==> config.mk <==
export PLATFORM = sky130hd
export DESIGN_NAME = sample_streamer
export DESIGN_NICKNAME = d
export VERILOG_FILES = /design/src/rtl/sample_streamer.sv
export SDC_FILE = /design/constraint.sdc
export NUM_CORES = 1
export LEC_CHECK = 0
export CORE_MARGIN = 2
export CORE_UTILIZATION = 50
export CTS_CLUSTER_DIAMETER = 200
export DETAILED_ROUTE_END_ITERATION = 7
export MAX_ROUTING_LAYER = met4
export PLACE_DENSITY = 0.67
export SYNTH_ARGS = -nofsm -noshare
export SYNTH_HDL_FRONTEND = slang
export SYNTH_SLANG_ARGS = --single-unit
==> constraint.sdc <==
create_clock -name clk -period 5.3 [get_ports clk]
set_input_delay 0.795 -clock clk [delete_from_list [all_inputs] [get_ports clk]]
set_output_delay 0.795 -clock clk [all_outputs]
set_load 0.01 [all_outputs]
==> src/rtl/sample_streamer.sv <==
// sample_streamer: buffered sample playback source.
// Samples are written into an internal buffer, then replayed in order on
// `data`, one sample per `enable` strobe, paced by the sink's `ready`.
// Optional feature macro: SAMPLE_STREAMER_LOOP_EN (continuous looped playback
// with a one-cycle `done` pulse per pass; stop ends playback).

module sample_streamer #(
    parameter int DATA_WIDTH = 7,
    parameter int DEPTH      = 16,
    parameter int ADDR_WIDTH = 4
) (
    input  logic                  clk,
    input  logic                  rst_n,
    input  logic                  wr_en,
    input  logic [DATA_WIDTH:0]   wr_data,
    input  logic                  clear,
    input  logic                  start,
    input  logic                  stop,
    input  logic                  ready,
    output logic [DATA_WIDTH:0]   data,
    output logic                  enable,
    output logic                  done,
    output logic                  full,
    output logic [ADDR_WIDTH:0]   fill
);

    typedef enum logic [1:0] {
        IDLE,
        STREAM,
        DONE
    } state_t;

    localparam logic [ADDR_WIDTH:0] DEPTH_COUNT = (ADDR_WIDTH + 1)'(DEPTH);
    localparam logic [ADDR_WIDTH:0] ONE         = (ADDR_WIDTH + 1)'(1);

    // Sample storage; contents are not reset, only the fill count is.
    logic [DATA_WIDTH:0] mem [DEPTH];

    state_t              state, state_next;
    logic [ADDR_WIDTH:0] fill_next;
    logic [ADDR_WIDTH:0] rd_ptr, rd_ptr_next;
    logic [DATA_WIDTH:0] data_next;
    logic                enable_next;
    logic                done_next;
    logic                mem_we;

    assign full = (fill == DEPTH_COUNT);

    // Next-state and next-output logic; loading, clear and start are only honoured outside STREAM.
    always_comb begin
        state_next  = state;
        fill_next   = fill;
        rd_ptr_next = rd_ptr;
        data_next   = data;
        enable_next = 1'b0;
        done_next   = done;
        mem_we      = 1'b0;

        case (state)
            IDLE, DONE: begin
                if (clear) begin
                    fill_next  = '0;
                    done_next  = 1'b0;
                    state_next = IDLE;
                end else if (wr_en) begin
                    if (!full) begin
                        mem_we    = 1'b1;
                        fill_next = fill + ONE;
                    end
                end else if (start && (fill != '0)) begin
                    rd_ptr_next = '0;
                    done_next   = 1'b0;
                    state_next  = STREAM;
                end
            end

            STREAM: begin
`ifdef SAMPLE_STREAMER_LOOP_EN
                done_next = 1'b0;
`endif
                if (stop) begin
                    state_next = DONE;
                    done_next  = 1'b1;
                end else if (ready) begin
                    data_next   = mem[rd_ptr[ADDR_WIDTH-1:0]];
                    enable_next = 1'b1;
                    if (rd_ptr == (fill - ONE)) begin
`ifdef SAMPLE_STREAMER_LOOP_EN
                        rd_ptr_next = '0;
                        done_next   = 1'b1;
`else
                        rd_ptr_next = rd_ptr + ONE;
                        state_next  = DONE;
                        done_next   = 1'b1;
`endif
                    end else begin
                        rd_ptr_next = rd_ptr + ONE;
                    end
                end
            end

            default: begin
                state_next = IDLE;
            end
        endcase
    end

    // State, pointer, fill count and registered outputs.
    always_ff @(posedge clk or negedge rst_n) begin
        if (!rst_n) begin
            state  <= IDLE;
            fill   <= '0;
            rd_ptr <= '0;
            data   <= '0;
            enable <= 1'b0;
            done   <= 1'b0;
        end else begin
            state  <= state_next;
            fill   <= fill_next;
            rd_ptr <= rd_ptr_next;
            data   <= data_next;
            enable <= enable_next;
            done   <= done_next;
        end
    end

    // Buffer write at the current fill position.
    always_ff @(posedge clk) begin
        if (mem_we) begin
            mem[fill[ADDR_WIDTH-1:0]] <= wr_data;
        end
    end

endmodule

==> results.sh <==
export IMPL_hold_viol=0
export IMPL_num_rows=40
export IMPL_finalCritPeriodShare=0.612
export IMPL_ys_ff_latch=150
export IMPL_critPathKind="primary input to flop"
export IMPL_dr_pass1_iters=6
export IMPL_synth_cell_types=41
export IMPL_timing_critical_path_buf_inv=1
export IMPL_ios=31
export IMPL_vias=3211
export IMPL_avgSynthCellArea_um2=17.8
export IMPL_cts_max_path_buffers=2
export IMPL_clock_skew_ns=0.00774
export IMPL_worst_path_largest_cell_delay_ns=0.89
export IMPL_die_area_um2=13100
export IMPL_grt_usage=0.214
export IMPL_rsz0062_at_grt="false"
export IMPL_fill_cells=845
export IMPL_fmax_mhz=308
export IMPL_drt_iter0_drc=354
export IMPL_drt_wirelength_per_cell_um=23.0
export IMPL_whs_path_depth=1
export IMPL_worst_hold_slack_ns=0.532
export IMPL_seq_area_frac_synth=0.720
export IMPL_synth_top_cells_by_area="edfxtp_1 (63%), mux4_2 (12%), dfrtp_1 (9.0%)"
export IMPL_cp_slowest_cell="nor3_1"
export IMPL_antenna_left=0
export IMPL_grt_max_degree=38
export IMPL_fin_util=0.600
export IMPL_final_setup_tns_ns=0
export IMPL_coreArea_um2=12000
export IMPL_synth_cell_area_um2=6100
export IMPL_root_buffer="clkbuf_16"
export IMPL_maxCapViolCount=0
export IMPL_antenna_cells=0
export IMPL_start_kind="primary input"
export IMPL_synth_top_area_cell="edfxtp_1"
export IMPL_worstHoldEndpoint="data[1]"
export IMPL_cts_sinks=150
export IMPL_die_w_um=114
export IMPL_hpwlAfterDp_mm=7.92
export IMPL_synth_top_cell_area_share=0.630
export IMPL_leakage_nw=2.44
export IMPL_worstPathMaxFanout=8
export IMPL_fin_crit_ns=3.25
export IMPL_cts_buffers=17
export IMPL_timing_rr_start="fill[0]"
export IMPL_reg2reg_slack_ns=2.06
export IMPL_total_power_w=0.00331
export IMPL_relSlewSlack=0.257
export IMPL_clk_pin_slew_ns=0.06
export IMPL_hold_buffers=0
export IMPL_worstRegToRegCells=6
export IMPL_grt_pass1_vias=3329
export IMPL_cts_resized=0
export IMPL_synthCells=343
export IMPL_cellPowerDensity_nw_per_um2=460
export IMPL_cts_htree_levels=4
export IMPL_seq_area_um2=4400
export IMPL_ys_warnings_count=0
export IMPL_peakVddDrop_mv=0.234
export IMPL_setup_viol=0
export IMPL_path_cells="clkdlybuf4s50_1 -> nor2b_1 -> nor3b_1 -> nand2_1 -> nor3_1"
export IMPL_layout_nets=400
export IMPL_drcViolationCount=0
export IMPL_multiInputGateArea_um2=1610
export IMPL_worstMarginPinSlew_ns=1.11
export IMPL_die_h_um=114
export IMPL_syn_nets=364
export IMPL_critPathTopFamily="simple AND/OR/NAND/NOR gates"
export IMPL_cts_setup_buffers=0
export IMPL_drv_slew=0
export IMPL_worstReg2RegEnd="mem[0][5]"
export IMPL_hold_class="flop to flop"
export IMPL_setup_worst_path_end_class="flop"
export IMPL_min_delay_start="data[1]"
export IMPL_overflow=0
export IMPL_numPortBuffers=30
export IMPL_status="finished, final reports clean"
export IMPL_crit_arrival_ns=3.28
export IMPL_crit_start="wr_en"
export IMPL_grt_pass1_wl_mm=19.2
export IMPL_wirelength_mm=12.4
export IMPL_gp_congestion=0.793
export IMPL_drive_above_1_share=0.176
export IMPL_critical_path_required_ns=5.34
export IMPL_start_util=0.510
export IMPL_cts_tree="built"
export IMPL_viasPerCell=5.96
export IMPL_area_growth_pct=17.6
export IMPL_insertion_delay_ns=0.42
export IMPL_antenna_found_initial=0
routing by layer:
metal | track usage | up-vias | wire length [µm] | part of all wire
li1 | - | 1435 | - | -
met1 | 0.262 | 1618 | 5270 | 0.43
met2 | 0.339 | 128 | 6160 | 0.50
met3 | 0.0524 | 30 | 593 | 0.048
met4 | 0.100 | 0 | 369 | 0.030
met5 | - | - | 0 | 0
through the flow:
stage | setup WS [ns] | cell area, µm² | cells
6_report | 2.05 | 7180 | 539
5_1_grt | 1.72 | 7180 | 539
4_1_cts | 2.05 | 7180 | 539
3_5_place_dp | 1.65 | 6520 | 507
3_3_place_gp | 1.70 | 6520 | 507
2_1_floorplan | 2.65 | 6100 | 343
worst reg2reg max path, cell delays in order, from the launching register on:
cell      delay (ns)
dfrtp_1         0.48
inv_1           0.15
ha_1            0.27
and4bb_2        0.28
nor3b_1         0.54
nand2_1         0.25
nor3_1          0.89
registers in the layout, summed over array words and instances, names as in the netlist:
register and flops:
data 8, done 1, enable 1, fill 5, mem 128, rd_ptr 5, state 2
cell families after synthesis:
| logic type | count (synthesis) | share of synthesized area |
|---|---|---|
| mux | 35 | 0.123 |
| fa+ha+maj | 6 | 0.0123 |
| compound gates | 36 | 0.0467 |
| flops | 150 | 0.720 |
| xor+xnor | 9 | 0.0129 |
| simple gates | 87 | 0.0680 |
| buf+inv | 20 | 0.0170 |
worst max path at each step:
stage                           end  slack, ns  cells after the start
after floorplan           mem[3][0]       2.65                      6
after global placement    mem[0][3]       1.70                      5
after detailed placement  mem[2][0]       1.65                      5
after CTS                 mem[0][6]       2.05                      6
after global routing      mem[1][5]       1.72                      6
final                     mem[0][5]       2.05                      5
cell usage in the layout, fill, tap and decap left out, drive strengths merged, types with 7 or more instances in the layout:
cell type	netlist	routed
a221o	8	8
a22o	7	7
clkbuf	9	19
clkdlybuf4s50	0	30
dfrtp	22	22
edfxtp	128	128
mux4	32	32
nand2	36	36
nor2	19	19
nor3	8	8
cell usage after synthesis:
master / number
or4_1: 1
a211oi_1: 1
a22oi_1: 2
buf_4: 1
buf_6: 3
a2111o_1: 1
a22o_1: 7
dfrtp_1: 22
mux4_2: 32
nor3b_1: 1
o21ai_0: 6
a21o_1: 1
a21boi_0: 1
clkbuf_1: 9
a221o_1: 8
nand2b_1: 3
ha_1: 6
o31ai_1: 3
xor2_1: 5
nand3_1: 6
or4b_4: 1
o21ba_2: 1
mux2i_1: 2
a31oi_1: 1
nor2_1: 19
and4bb_2: 1
a21oi_1: 2
xnor2_1: 4
edfxtp_1: 128
buf_2: 2
o21a_1: 1
nor3_1: 8
nand4_1: 3
nand2_1: 36
mux2_2: 1
nand4bb_1: 1
and3b_1: 1
a32oi_1: 1
inv_1: 5
nor2b_1: 5
and4_1: 1
area by class of cell:
cell class                 instances  share of cell area
timing repair buffer              32              0.0439
multi-input combinational        173               0.224
tap                              147              0.0256
inverter                           5             0.00261
sequential                       150               0.612
clock buffer                      19              0.0603
clock inverter                    13              0.0319
power breakdown:
part | internal [W] | total [W] | switching (W)
Clock | 0.000881 | 0.00134 | 0.000457
Sequential | 0.00134 | 0.00139 | 0.0000517
Combinational | 0.000292 | 0.000582 | 0.000290
Total | 0.00251 | 0.00331 | 0.000799
No activity file was read; power rests on OpenSTA's default activity.
